[src/rtl/mem_access_pkg.sv]
// Shared types and helpers for the memory access stage.
// Latency: n/a (types and pure functions only).
// Backpressure: n/a.
package mem_access_pkg;

    typedef enum logic [1:0] {
        SZ_BYTE    = 2'b00,
        SZ_HALF    = 2'b01,
        SZ_WORD    = 2'b10,
        SZ_ILLEGAL = 2'b11
    } size_e;

    typedef enum logic [1:0] {
        IDLE  = 2'b00,
        ISSUE = 2'b01,
        WAIT  = 2'b10,
        RESP  = 2'b11
    } state_e;

    localparam logic [1:0] ERR_OK           = 2'b00;
    localparam logic [1:0] ERR_MISALIGNED   = 2'b01;
    localparam logic [1:0] ERR_TIMEOUT      = 2'b10;
    localparam logic [1:0] ERR_ILLEGAL_SIZE = 2'b11;

    // Byte enables for an access of the given size at the given lane offset.
    function automatic logic [3:0] be_for(input size_e size, input logic [1:0] addr_lo);
        logic [3:0] be;
        case (size)
            SZ_BYTE: be = 4'b0001 << addr_lo;
            SZ_HALF: be = 4'b0011 << {addr_lo[1], 1'b0};
            SZ_WORD: be = 4'b1111;
            default: be = 4'b0000;
        endcase
        return be;
    endfunction

    // Errors detectable at request time; such requests never touch memory.
    function automatic logic [1:0] req_err(input size_e size, input logic [1:0] addr_lo);
        logic [1:0] err;
        case (size)
            SZ_BYTE: err = ERR_OK;
            SZ_HALF: err = addr_lo[0] ? ERR_MISALIGNED : ERR_OK;
            SZ_WORD: err = (addr_lo != 2'b00) ? ERR_MISALIGNED : ERR_OK;
            default: err = ERR_ILLEGAL_SIZE;
        endcase
        return err;
    endfunction

endpackage

[src/rtl/mem_lane_align.sv]
// Lane alignment: store byte enables/replicated data, load extract and sign/zero extension.
// Latency: purely combinational.
// Backpressure: none; follows its inputs.
module mem_lane_align
    import mem_access_pkg::*;
(
    input  size_e       size_i,
    input  logic [1:0]  addr_lo_i,
    input  logic        unsigned_i,
    input  logic [31:0] wdata_i,
    input  logic [31:0] rdata_i,
    output logic [3:0]  be_o,
    output logic [31:0] wdata_o,
    output logic [31:0] ldata_o
);

    logic [31:0] shifted;
    logic        sign_fill;

    // Store side: enables and lane-replicated data so any selected lane holds the value.
    always_comb begin
        be_o = be_for(size_i, addr_lo_i);
        case (size_i)
            SZ_BYTE: wdata_o = {4{wdata_i[7:0]}};
            SZ_HALF: wdata_o = {2{wdata_i[15:0]}};
            default: wdata_o = wdata_i;
        endcase
    end

    // Load side: bring the addressed lane down to bit 0, then extend.
    always_comb begin
        shifted   = rdata_i >> {addr_lo_i, 3'b000};
        sign_fill = 1'b0;
        case (size_i)
            SZ_BYTE: begin
                sign_fill = ~unsigned_i & shifted[7];
                ldata_o   = {{24{sign_fill}}, shifted[7:0]};
            end
            SZ_HALF: begin
                sign_fill = ~unsigned_i & shifted[15];
                ldata_o   = {{16{sign_fill}}, shifted[15:0]};
            end
            SZ_WORD: ldata_o = shifted;
            default: ldata_o = 32'h0;
        endcase
    end

endmodule

[src/rtl/mem_access_unit.sv]
// Memory stage: one load/store at a time to a word-addressed RAM with byte enables.
// Latency: error 1, store 2 + grant delay, load 3 + grant delay + read delay (ReqValid to RespValid).
// Backpressure: ReqReady only in IDLE; MemReq held until MemGnt; loads time out after TIMEOUT_CYCLES.
module mem_access_unit
    import mem_access_pkg::*;
#(
    parameter int DATA_WIDTH     = 32,
    parameter int ADDR_WIDTH     = 32,
    parameter int TIMEOUT_CYCLES = 16
) (
    input  logic                  clk,
    input  logic                  rst_n,
    input  logic                  ReqValid,
    output logic                  ReqReady,
    input  logic                  ReqWrite,
    input  logic [1:0]            ReqSize,
    input  logic                  ReqUnsigned,
    input  logic [ADDR_WIDTH-1:0] ReqAddr,
    input  logic [DATA_WIDTH-1:0] ReqWData,
    output logic                  MemReq,
    output logic                  MemWe,
    output logic [ADDR_WIDTH-1:0] MemAddr,
    output logic [3:0]            MemBe,
    output logic [DATA_WIDTH-1:0] MemWData,
    input  logic                  MemGnt,
    input  logic                  MemRValid,
    input  logic [DATA_WIDTH-1:0] MemRData,
    output logic                  RespValid,
    output logic [DATA_WIDTH-1:0] RespData,
    output logic [1:0]            RespErr
);

    localparam int CNT_W = $clog2(TIMEOUT_CYCLES + 1);

    state_e                state_q, state_d;
    logic [CNT_W-1:0]      cnt_q, cnt_d;
    logic                  write_q, write_d;
    size_e                 size_q, size_d;
    logic                  unsigned_q, unsigned_d;
    logic [ADDR_WIDTH-1:0] addr_q, addr_d;
    logic [DATA_WIDTH-1:0] wdata_q, wdata_d;
    logic [DATA_WIDTH-1:0] resp_data_q, resp_data_d;
    logic [1:0]            resp_err_q, resp_err_d;

    logic [3:0]            be_w;
    logic [DATA_WIDTH-1:0] mem_wdata_w;
    logic [DATA_WIDTH-1:0] load_data_w;
    logic [1:0]            new_err;

    // Alignment always works from the captured request, never the live inputs.
    mem_lane_align u_align (
        .size_i     (size_q),
        .addr_lo_i  (addr_q[1:0]),
        .unsigned_i (unsigned_q),
        .wdata_i    (wdata_q),
        .rdata_i    (MemRData),
        .be_o       (be_w),
        .wdata_o    (mem_wdata_w),
        .ldata_o    (load_data_w)
    );

    assign new_err = req_err(size_e'(ReqSize), ReqAddr[1:0]);

    // State, timeout counter, captured request and response registers.
    always_ff @(posedge clk or negedge rst_n) begin
        if (!rst_n) begin
            state_q     <= IDLE;
            cnt_q       <= '0;
            write_q     <= 1'b0;
            size_q      <= SZ_BYTE;
            unsigned_q  <= 1'b0;
            addr_q      <= '0;
            wdata_q     <= '0;
            resp_data_q <= '0;
            resp_err_q  <= ERR_OK;
        end else begin
            state_q     <= state_d;
            cnt_q       <= cnt_d;
            write_q     <= write_d;
            size_q      <= size_d;
            unsigned_q  <= unsigned_d;
            addr_q      <= addr_d;
            wdata_q     <= wdata_d;
            resp_data_q <= resp_data_d;
            resp_err_q  <= resp_err_d;
        end
    end

    // Next-state logic; memory handshakes outside ISSUE/WAIT are deliberately ignored.
    always_comb begin
        state_d     = state_q;
        cnt_d       = cnt_q;
        write_d     = write_q;
        size_d      = size_q;
        unsigned_d  = unsigned_q;
        addr_d      = addr_q;
        wdata_d     = wdata_q;
        resp_data_d = resp_data_q;
        resp_err_d  = resp_err_q;
        case (state_q)
            IDLE: begin
                if (ReqValid) begin
                    write_d    = ReqWrite;
                    size_d     = size_e'(ReqSize);
                    unsigned_d = ReqUnsigned;
                    addr_d     = ReqAddr;
                    wdata_d    = ReqWData;
                    if (new_err != ERR_OK) begin
                        resp_data_d = '0;
                        resp_err_d  = new_err;
                        state_d     = RESP;
                    end else begin
                        state_d = ISSUE;
                    end
                end
            end
            ISSUE: begin
                if (MemGnt) begin
                    cnt_d = '0;
                    if (write_q) begin
                        resp_data_d = '0;
                        resp_err_d  = ERR_OK;
                        state_d     = RESP;
                    end else begin
                        state_d = WAIT;
                    end
                end
            end
            WAIT: begin
                cnt_d = cnt_q + CNT_W'(1);
                // Read data on the final allowed cycle still wins over the timeout.
                if (MemRValid) begin
                    resp_data_d = load_data_w;
                    resp_err_d  = ERR_OK;
                    state_d     = RESP;
                end else if (cnt_q == CNT_W'(TIMEOUT_CYCLES - 1)) begin
                    resp_data_d = '0;
                    resp_err_d  = ERR_TIMEOUT;
                    state_d     = RESP;
                end
            end
            default: begin
                state_d = IDLE;
            end
        endcase
    end

    // Output decode: memory port driven only in ISSUE, response only in RESP.
    always_comb begin
        ReqReady  = (state_q == IDLE);
        MemReq    = 1'b0;
        MemWe     = 1'b0;
        MemAddr   = '0;
        MemBe     = 4'b0000;
        MemWData  = '0;
        RespValid = 1'b0;
        RespData  = '0;
        RespErr   = ERR_OK;
        if (state_q == ISSUE) begin
            MemReq   = 1'b1;
            MemWe    = write_q;
            MemAddr  = {addr_q[ADDR_WIDTH-1:2], 2'b00};
            MemBe    = be_w;
            MemWData = mem_wdata_w;
        end
        if (state_q == RESP) begin
            RespValid = 1'b1;
            RespData  = resp_data_q;
            RespErr   = resp_err_q;
        end
    end

endmodule

[config.mk]
export PLATFORM = sky130hd
export DESIGN_NAME = mem_access_unit
export DESIGN_NICKNAME = d
export VERILOG_FILES = /design/src/rtl/mem_access_pkg.sv /design/src/rtl/mem_lane_align.sv /design/src/rtl/mem_access_unit.sv
export SDC_FILE = /design/constraint.sdc
export NUM_CORES = 1
export LEC_CHECK = 0
export BUFFER_PORTS_ARGS = -buffer_cell sky130_fd_sc_hd__buf_2
export CORE_UTILIZATION = 30
export DETAILED_ROUTE_END_ITERATION = 8
export HOLD_SLACK_MARGIN = 0.03
export PLACE_DENSITY = 0.52
export SYNTH_ARGS = -nofsm -noshare
export SYNTH_HDL_FRONTEND = slang
export SYNTH_SLANG_ARGS = --single-unit
export TNS_END_PERCENT = 5
[constraint.sdc]
create_clock -name clk -period 6.6 [get_ports clk]
set_input_delay 0.99 -clock clk [delete_from_list [all_inputs] [get_ports clk]]
set_output_delay 0.99 -clock clk [all_outputs]
set_load 0.01 [all_outputs]
==> impl_metrics.toml, run 1 <==
[synthesis]
synthCells = 578
synthDistinctLibCells = 49
yosysTopAreaCell = "dfrtp_1"
ys_async_sr_fraction = 1.000
synthFlopType = "dfrtp_1"
netlist_area_mm2 = 0.006012
synth_seq_cells = 109
synthTopCellsByArea = "dfrtp_1 45%, mux2_2 16%, and2_1 7.5%"
synth_edf_count = 0
avgSynthCellArea_um2 = 10.40
yosysWarnings = 0
ys_seq_area_frac = 0.4537
netlist.area_leader.share = 0.4537

[final_layout]
multiInputGateArea_mm2 = 0.003057
syn2layout_area_growth_pct = 25.87
final_cell_area_mm2 = 0.007567
drive_gt1_frac = 0.4280
nNetsFinal = 870
antenna_cells = 0
register_area_mm2 = 0.002728
num-fill-cells = 2029

[critical_path]
cp.required_ps = 6880
r2r-end = "resp_data_q[30]$_DFFE_PN0P_"
r2r_setup_slack_ps = 2850
critPathLaunchType = "flip-flop"
rr_startpoint = "state_q[1]$_DFFE_PN0P_"
critPathKind = "reg2reg"
path_max_fanout = 30
cp.arrival_ps = 4030
reg2reg_depth = 7
crit_start = "state_q[1]$_DFFE_PN0P_"
worstSetupEndpointType = "flip-flop"

[floorplan]
coreArea_mm2 = 0.01953
initial_utilization = 0.3079
die_area_mm2 = 0.02061
io_pins = 211
die_y_um = 143.6
rows = 51
die_w_um = 143.6

[power]
power.density_mw_per_mm2 = 462.6
p_leak_nw = 3.745
peakVddDrop_v = 0.0001802

[run_status]
status = "finished, final reports clean"

[clocking]
clk_pin_slew_ps = 90
clk_path_buf_depth = 2
cts-buffers-inserted = 9
cts.sinks = 109
clock-root-buffer = "clkbuf_16"
clkLatencyLatePin_ps = 360
cts-htree-levels = 3
postCtsHoldBufs = 0
cts_tree = "built"
post_cts_buffers = 0
post_cts_resized = 0

[grt]
antenna_found_initial = 1
grt_max_degree = 69
grt_pass1_wl_um = 27460
gr-total-overflow = 0
grt_pass1_vias = 5003
track_usage = 0.1764

[sta]
setup_viol = 0
fin_crit_sh = 0.5684
tightest_slew_ps = 1009
rsz0062_at_grt = "false"
hold_viol_final = 0
drv_slew = 0
fin_setup_tns_ps = 0
max_freq_ghz = 0.2666
finClkSkew_ps = 13.05
setup_ws_ps = 2849
finalCriticalPeriod_ps = 3751
relSlewSlack = 0.3245

[place]
io_buffers = 208
dpl_worst_slack_ps = 2779
gp_congestion = 0.7833
dp_hpwl_um = 12750
placedInstanceArea_mm2 = 0.007238

[route]
antenna_left = 0
first_iter_violations = 268
vias = 4962
wl_per_cell_um = 17.21
viasPerCell = 4.822
wl_um = 17710
drcViolationCount = 0
dr.pass1.iters = 5

[run]
maxCapViolCount = 0

[worst_hold_path]
min_to = "cnt_q[4]$_DFFE_PN0P_"
hp-class = "reg2reg"
hp-start = "cnt_q[4]$_DFFE_PN0P_"
worstHoldPathCells = 2
cell type report:
class                           instances  area share
Multi-Input combinational cell        416      0.4039
Sequential cell                       109      0.3605
Timing Repair Buffer                  214      0.1438
Tap cell                              265     0.04382
Clock buffer                            9     0.02976
Clock inverter                          7     0.01372
Inverter                                9    0.004464
stage by stage:
stage | std cells | power (mW) | hold slack (ps) | utilization
2_1_floorplan | 579 | 2.411 | 449.8 | -
3_3_place_gp | 1013 | 2.941 | 473.5 | 0.3707
3_5_place_dp | 1013 | 2.955 | 485.4 | 0.3707
4_1_cts | 1029 | 3.555 | 505.1 | 0.3875
5_1_grt | 1029 | 3.795 | 514.0 | 0.3875
6_report | 1029 | 3.501 | 496.3 | 0.3875
sequential cells by signal, indices dropped and copies added (netlist names):
register / cells
resp_data_q: 32
state_q: 2
size_q: 2
unsigned_q: 1
cnt_q: 5
wdata_q: 32
write_q: 1
addr_q: 32
resp_err_q: 2
worst max path at each step:
| stage | end | slack, ps | depth (start not counted) |
|---|---|---|---|
| 2_1_floorplan | MemBe[1] | 4180 | 5 |
| 3_3_place_gp | resp_data_q[2]$_DFFE_PN0P_ | 2900 | 7 |
| 3_5_place_dp | resp_data_q[14]$_DFFE_PN0P_ | 2780 | 7 |
| 4_1_cts | resp_data_q[13]$_DFFE_PN0P_ | 2750 | 7 |
| 5_1_grt | resp_data_q[19]$_DFFE_PN0P_ | 2450 | 7 |
| 6_report | resp_data_q[30]$_DFFE_PN0P_ | 2850 | 7 |
cells in the mapped netlist (2+ instances only):
master    instances
buf_4             3
or3_1             2
nor2_1           37
and2_1           72
o31ai_1           2
nand4_1           3
nand3b_1          3
buf_6             3
dfrtp_1         109
ha_1              6
nand2_1          44
buf_1             9
o41ai_1           3
a22oi_1           7
and3_1            2
or2_1             2
mux2i_1          19
a22o_1           23
o41ai_2           4
a21oi_1          23
o21ai_0          32
mux4_2            2
nand2b_1          3
o21ai_1           9
mux2_2           83
inv_1             7
buf_2            11
nor2b_1           8
o311ai_0          2
a211oi_1          7
a31oi_1           2
clkbuf_1         19
cells in the final DEF, fill, tap and decap left out, types with 2 or more instances in the layout:
master	n
a211oi_1	7
a21oi_1	23
a22o_1	23
a22oi_1	7
a31oi_1	2
and2_1	72
and3_1	2
buf_2	207
buf_4	7
clkbuf_16	9
clkinv_8	3
conb_1	2
dfrtp_1	109
ha_1	6
inv_1	7
mux2_2	83
mux2i_1	19
mux4_2	2
nand2_1	43
nand2b_1	3
nand3b_1	3
nand4_1	3
nor2_1	37
nor2b_1	8
o21ai_0	32
o21ai_1	9
o311ai_0	2
o31ai_1	2
o41ai_1	3
o41ai_2	4
or2_1	2
or3_1	2
cells by family after synthesis:
group | share of synthesized area
adders and majority gates | 0.01249
AOI/OAI and AO/OA | 0.1367
other | 0.0006238
buffers and inverters | 0.04162
muxes | 0.1946
and+or+nand+nor | 0.1602
DFF | 0.4537
per-layer routing:
metal	vias up	global-route usage	part of all wire
li1	2388	-	-
met1	2372	0.2304	0.45
met2	186	0.2759	0.45
met3	14	0.06598	0.091
met4	2	0.03919	0.0074
met5	-	0	0.00073
critical path: stages, from the launching register on:
cell and delay [ps]:
dfrtp_1 410, inv_1 120, ha_1 770, inv_2 450
o2111ai_1 890, or2_1 440, buf_4 380, a22o_1 200
where the power goes:
| group | leakage, nW | internal, mW | switching [mW] |
|---|---|---|---|
| logic | 2.23 | 0.757 | 0.970 |
| clock network | 0.155 | 0.307 | 0.279 |
| registers | 1.36 | 0.968 | 0.221 |
| total | 3.74 | 2.03 | 1.47 |
Note: power is estimated with default switching activity, not from simulation.
==> run 2: changes to the inputs <==
--- a/config.mk
+++ b/config.mk
@@ -9,7 +9,7 @@
 export CORE_UTILIZATION = 30
 export DETAILED_ROUTE_END_ITERATION = 8
 export HOLD_SLACK_MARGIN = 0.03
-export PLACE_DENSITY = 0.52
+export PLACE_DENSITY = 0.54
 export SYNTH_ARGS = -nofsm -noshare
 export SYNTH_HDL_FRONTEND = slang
 export SYNTH_SLANG_ARGS = --single-unit
==> constraint.sdc (replaced) <==
create_clock -name clk -period 3.2 [get_ports clk]
set_input_delay 0.48 -clock clk [delete_from_list [all_inputs] [get_ports clk]]
set_output_delay 0.48 -clock clk [all_outputs]
set_load 0.01 [all_outputs]
==> impl_metrics.toml, run 2 (synthesis results as in run 1) <==
[run_status]
status = "finished, final reports clean"

[clocking]
postCtsHoldBufs = 0
clock-root-buffer = "clkbuf_16"
cts_tree = "built"
clk_pin_slew_ps = 90
clk_path_buf_depth = 2
cts-htree-levels = 3
cts-buffers-inserted = 9
post_cts_buffers = 0
clkLatencyLatePin_ps = 370
post_cts_resized = 0
cts.sinks = 109

[power]
peakVddDrop_v = 0.0004364
power.density_mw_per_mm2 = 950.0
p_leak_nw = 3.790

[grt]
track_usage = 0.1733
gr-total-overflow = 0
grt_max_degree = 46
grt_pass1_wl_um = 27030
antenna_found_initial = 2
grt_pass1_vias = 4874

[final_layout]
reg_top3 = "addr_q: 32 flops, resp_data_q: 32 flops, wdata_q: 32 flops"
antenna_cells = 0
most-common-layout-cells = "207 x buf_2, 109 x dfrtp_1, 83 x mux2_2"
drive_gt1_frac = 0.4339
layout_commonest_cell = "buf_2"
nNetsFinal = 878
syn2layout_area_growth_pct = 26.89

[critical_path]
cp.arrival_ps = 2200
critPathKind = "reg2out"
path_max_fanout = 17
critPathLaunchType = "flip-flop"
cp.required_ps = 2720
worstSetupEndpointType = "primary output"

[run]
maxCapViolCount = 0

[route]
first_iter_violations = 166
wl_per_cell_um = 16.91
dr.pass1.iters = 4
wl_um = 17540
vias = 5001
drcViolationCount = 0
antenna_left = 0
viasPerCell = 4.823

[sta]
setup_viol = 0
hold_viol_final = 0
timing.hold.ws_ps = 116.4
max_freq_ghz = 0.3732
rsz0062_at_grt = "false"
finClkSkew_ps = 12.40
fin_crit_sh = 0.8373
finalCriticalPeriod_ps = 2679
drv_slew = 0
fin_setup_tns_ps = 0
tightest_slew_ps = 1009
relSlewSlack = 0.3260

[place]
gp_congestion = 0.8126
dp_hpwl_um = 12890
io_buffers = 208

[floorplan]
die_area_mm2 = 0.02061
rows = 51
io_pins = 211
die_w_um = 143.6
coreArea_mm2 = 0.01953
initial_utilization = 0.3079
die_y_um = 143.6

[worst_hold_path]
hp-class = "in2async"
## run 2: cell count changes in the layout (fill, tap and decap cells not counted), sizes merged
cell,previous run,this run
buf,214,222
bufinv,1,0
clkinvlp,1,0
inv,9,11
## run 2: worst paths after layout
kind	depth (start not counted)	from	endpoint	slack, ps
max	5	size_q[0]$_DFFE_PN0P_	MemWData[13]	520
min	1	rst_n	resp_data_q[4]$_DFFE_PN0P_	120
max reg2reg	9	cnt_q[0]$_DFFE_PN0P_	resp_data_q[26]$_DFFE_PN0P_	720
min reg2reg	2	cnt_q[4]$_DFFE_PN0P_	cnt_q[4]$_DFFE_PN0P_	490
max in group asynchronous	2	rst_n	addr_q[25]$_DFFE_PN0P_	2320
min in group clk	2	ReqAddr[2]	addr_q[2]$_DFFE_PN0P_	340
## run 2: metal layers
metal  global-route usage  wire length (um)  up-vias  share of wire
met1               0.2303              7975     2392           0.45
met4              0.05431               231        4          0.013
met5                    0                26        -         0.0015
met3              0.06498              1623       19          0.093
met2               0.2591              7679      181           0.44
li1                     -                 -     2405              -
## run 2: stage by stage
| step | cells | instance area, um^2 | utilization | total power [mW] | setup WS (ps) |
|---|---|---|---|---|---|
| finish | 1037 | 7629 | 0.3907 | 7.247 | 520.7 |
| detailed placement | 1021 | 7317 | 0.3747 | 6.151 | 717.3 |
| CTS | 1037 | 7629 | 0.3907 | 7.342 | 518.9 |
| global placement | 1021 | 7317 | 0.3747 | 6.133 | 773.5 |
| floorplan | 579 | 6016 | - | 4.972 | 1060 |
| global route | 1037 | 7629 | 0.3907 | 7.808 | 394.7 |
## run 2: final cells by class
type	instances	area (um^2)
Sequential cell	109	2728
Multi-Input combinational cell	416	3050
Tap cell	265	331.6
Inverter	9	33.78
Timing Repair Buffer	222	1174
Fill cell	2025	11900
Clock inverter	7	86.33
Clock buffer	9	225.2
## run 2: report_power, final
group / switching (mW) / internal, mW
Clock: 0.605 / 0.562
Combinational: 2.01 / 1.61
Sequential: 0.464 / 2.00
Total: 3.08 / 4.17
## run 2: worst max-delay path: stages, from the launching register on
cell and delay (ps):
dfrtp_1 870, inv_1 130, nand2_1 320, nand2_1 90, a21oi_1 240, buf_2 180
==> run 3: changes to the inputs <==
--- a/config.mk
+++ b/config.mk
@@ -5,11 +5,12 @@
 export SDC_FILE = /design/constraint.sdc
 export NUM_CORES = 1
 export LEC_CHECK = 0
+export ABC_AREA = 1
 export BUFFER_PORTS_ARGS = -buffer_cell sky130_fd_sc_hd__buf_2
 export CORE_UTILIZATION = 30
 export DETAILED_ROUTE_END_ITERATION = 8
 export HOLD_SLACK_MARGIN = 0.03
-export PLACE_DENSITY = 0.54
+export PLACE_DENSITY = 0.52
 export SYNTH_ARGS = -nofsm -noshare
 export SYNTH_HDL_FRONTEND = slang
 export SYNTH_SLANG_ARGS = --single-unit
==> constraint.sdc (replaced) <==
create_clock -name clk -period 2.7 [get_ports clk]
set_input_delay 0.405 -clock clk [delete_from_list [all_inputs] [get_ports clk]]
set_output_delay 0.405 -clock clk [all_outputs]
set_load 0.01 [all_outputs]
==> impl_metrics.toml, run 3 <==
[run_status]
status = "finished, final reports clean"

[clocking]
cts_tree = "built"
clkLatencyLatePin_ps = 360
clk_pin_slew_ps = 90
cts-buffers-inserted = 9
cts.sinks = 109
clock-root-buffer = "clkbuf_16"
post_cts_resized = 0
cts-htree-levels = 3
clk_path_buf_depth = 2
post_cts_buffers = 0

[place]
dpl_worst_slack_ps = 605.0
io_buffers = 208
dp_hpwl_um = 12830
dp.cells = 1215
gp_congestion = 0.8827
placedInstanceArea_mm2 = 0.007345

[worst_hold_path]
min_to = "addr_q[21]$_DFFE_PN0P_"
hp-class = "in2reg"
worstHoldPathCells = 2
hp-start = "ReqAddr[21]"

[sta]
setup_ws_ps = 245.2
drv_slew = 0
setup_viol = 0
fin_setup_tns_ps = 0
max_freq_ghz = 0.4074
finClkSkew_ps = 12.83
rsz0062_at_grt = "false"
finalCriticalPeriod_ps = 2455
fin_crit_sh = 0.9092
tightest_slew_ps = 536.7
hold_viol_final = 0
relSlewSlack = 0.6418

[synthesis]
ys_top_cells_by_count = "247 x nand2_1, 109 x dfrtp_1, 99 x inv_1"
netlist.area_leader.share = 0.4544
synthDistinctLibCells = 26
synth_seq_cells = 109
yosysMostFrequentCell = "nand2_1"
ys_async_sr_fraction = 1.000
avgSynthCellArea_um2 = 7.837
yosysTopAreaCell = "dfrtp_1"
synth_edf_count = 0
synthFlopType = "dfrtp_1"
netlist_area_mm2 = 0.006003
ys_seq_area_frac = 0.4544
synthTopCellsByArea = "dfrtp_1 45%, nand2_1 15%, mux2_2 12%"
yosysWarnings = 0
synthCells = 766

[critical_path]
r2r_setup_slack_ps = 650
cp.required_ps = 2300
path_buf_inv = 2
cp.arrival_ps = 2050
crit_chain = "inv_1, o21ai_0, a31oi_1, nor2_1, buf_2"
worst-path-stages = 5
reg2reg_depth = 7
rr_startpoint = "addr_q[1]$_DFFE_PN0P_"
path_max_fanout = 18
max_stage_delay_ps = 630
worstSetupEndpointType = "primary output"
cp_top_family = "flip-flops"
cp_slowest_cell = "dfrtp_1"
critPathLaunchType = "flip-flop"
critPathKind = "reg2out"
r2r-end = "resp_data_q[21]$_DFFE_PN0P_"

[final_layout]
nNetsFinal = 1073
num-fill-cells = 2105
final_util = 0.3929
layout_commonest_cell = "nand2_1"
multiInputGateArea_mm2 = 0.002690
final_cells = 1232
antenna_cells = 0
drive_gt1_frac = 0.3289
most-common-layout-cells = "246 x nand2_1, 207 x buf_2, 109 x dfrtp_1"
reg_top3 = "addr_q: 32 flops, resp_data_q: 32 flops, wdata_q: 32 flops"
register_area_mm2 = 0.002728
final_cell_area_mm2 = 0.007671
syn2layout_area_growth_pct = 27.78

[route]
viasPerCell = 4.475
vias = 5513
wl_per_cell_um = 14.32
first_iter_violations = 213
wl_um = 17640
drcViolationCount = 0
dr.pass1.iters = 4
antenna_left = 0

[power]
internal_power_mw = 4.803
netSwitchingPower_mw = 3.565
swShare = 0.4260
power_frac_comb = 0.482
power.density_mw_per_mm2 = 1091
clockPowerShare = 0.173
p_seq_frac = 0.345
p_leak_nw = 4.647
peakVddDrop_v = 0.0004926

[floorplan]
initial_utilization = 0.3074
coreArea_mm2 = 0.01953
rows = 51
die_area_mm2 = 0.02058
io_pins = 211
die_w_um = 143.5
die_y_um = 143.5

[grt]
antenna_found_initial = 0
grt_pass1_vias = 5361
gr-total-overflow = 0
track_usage = 0.1734
grt_pass1_wl_um = 27390
grt_max_degree = 58

[run]
maxCapViolCount = 0
==> run 3: changes by cell type after synthesis, sizes merged, moves of 7 or more <==
cell | before | now
nand2 | 44 | 249
a21oi | 23 | 7
a211oi | 7 | 0
mux2i | 19 | 0
inv | 8 | 101
a22oi | 7 | 0
o41ai | 7 | 0
mux2 | 83 | 64
a22o | 23 | 0
nor2 | 37 | 72
nand3 | 1 | 50
and2 | 72 | 0
o22ai | 1 | 10
nor2b | 8 | 0
==> run 3: how the worst max path moves through the flow <==
stage / startpoint / slack [ps] / to
2_1_floorplan: state_q[1]$_DFFE_PN0P_ / 730 / MemWData[23]
3_3_place_gp: addr_q[1]$_DFFE_PN0P_ / 610 / MemBe[0]
3_5_place_dp: addr_q[1]$_DFFE_PN0P_ / 600 / MemBe[0]
4_1_cts: addr_q[1]$_DFFE_PN0P_ / 200 / MemBe[0]
5_1_grt: addr_q[1]$_DFFE_PN0P_ / 7 / MemBe[3]
6_report: addr_q[1]$_DFFE_PN0P_ / 250 / MemBe[2]
==> run 3: per-layer routing <==
layer	wire length, um	GRT usage	vias to the layer above
met4	160	0.04199	0
met5	0	0	-
met2	8119	0.2818	175
li1	-	-	2772
met3	1485	0.05965	12
met1	7877	0.2198	2554
==> run 3: metrics by stage <==
stage          power [mW]  hold WS (ps)
2_1_floorplan       5.600         109.4
4_1_cts             8.505         255.2
5_1_grt             9.091         258.8
3_3_place_gp        7.003         331.3
3_5_place_dp        7.020         326.7
6_report            8.369         264.8
==> run 3: repair_timing <==
item	4_1_cts	5_1_grt
hold buffers	1	0
setup endpoints to repair	0	0
endpoints found under the hold margin	20	0
==> run 3: logic make-up after synthesis <==
| family | share of synthesized area |
|---|---|
| AO/OA/AOI/OAI | 0.06107 |
| flip-flops | 0.4544 |
| multiplexers | 0.1200 |
| other | 0.0006247 |
| adder cells (fa/ha/maj) | 0.01250 |
| AND/OR/NAND/NOR | 0.2516 |
| buffers and inverters | 0.09983 |
==> run 3: layout make-up <==
class                      instances  share of cell area
sequential                       109              0.3556
tap                              265             0.04322
multi-input combinational        514              0.3507
inverter                         101             0.04942
timing repair buffer             227              0.1598
clock inverter                     6             0.01011
clock buffer                      10             0.03115
==> run 3: power by group through the flow <==
stage	logic, mW	clock network (mW)	registers [mW]
after floorplan	2.88	0	2.71
after global placement	4.08	0	2.92
after detailed placement	4.09	0	2.93
after CTS	4.11	1.50	2.90
after global routing	4.53	1.55	3.01
final	4.03	1.45	2.89
==> run 3: worst register-to-register path: cells and delay by family (launching register included) <==
kind	cells	cell delay, ps
buffers and inverters	1	390
flip-flops	1	630
AND/OR/NAND/NOR	6	940
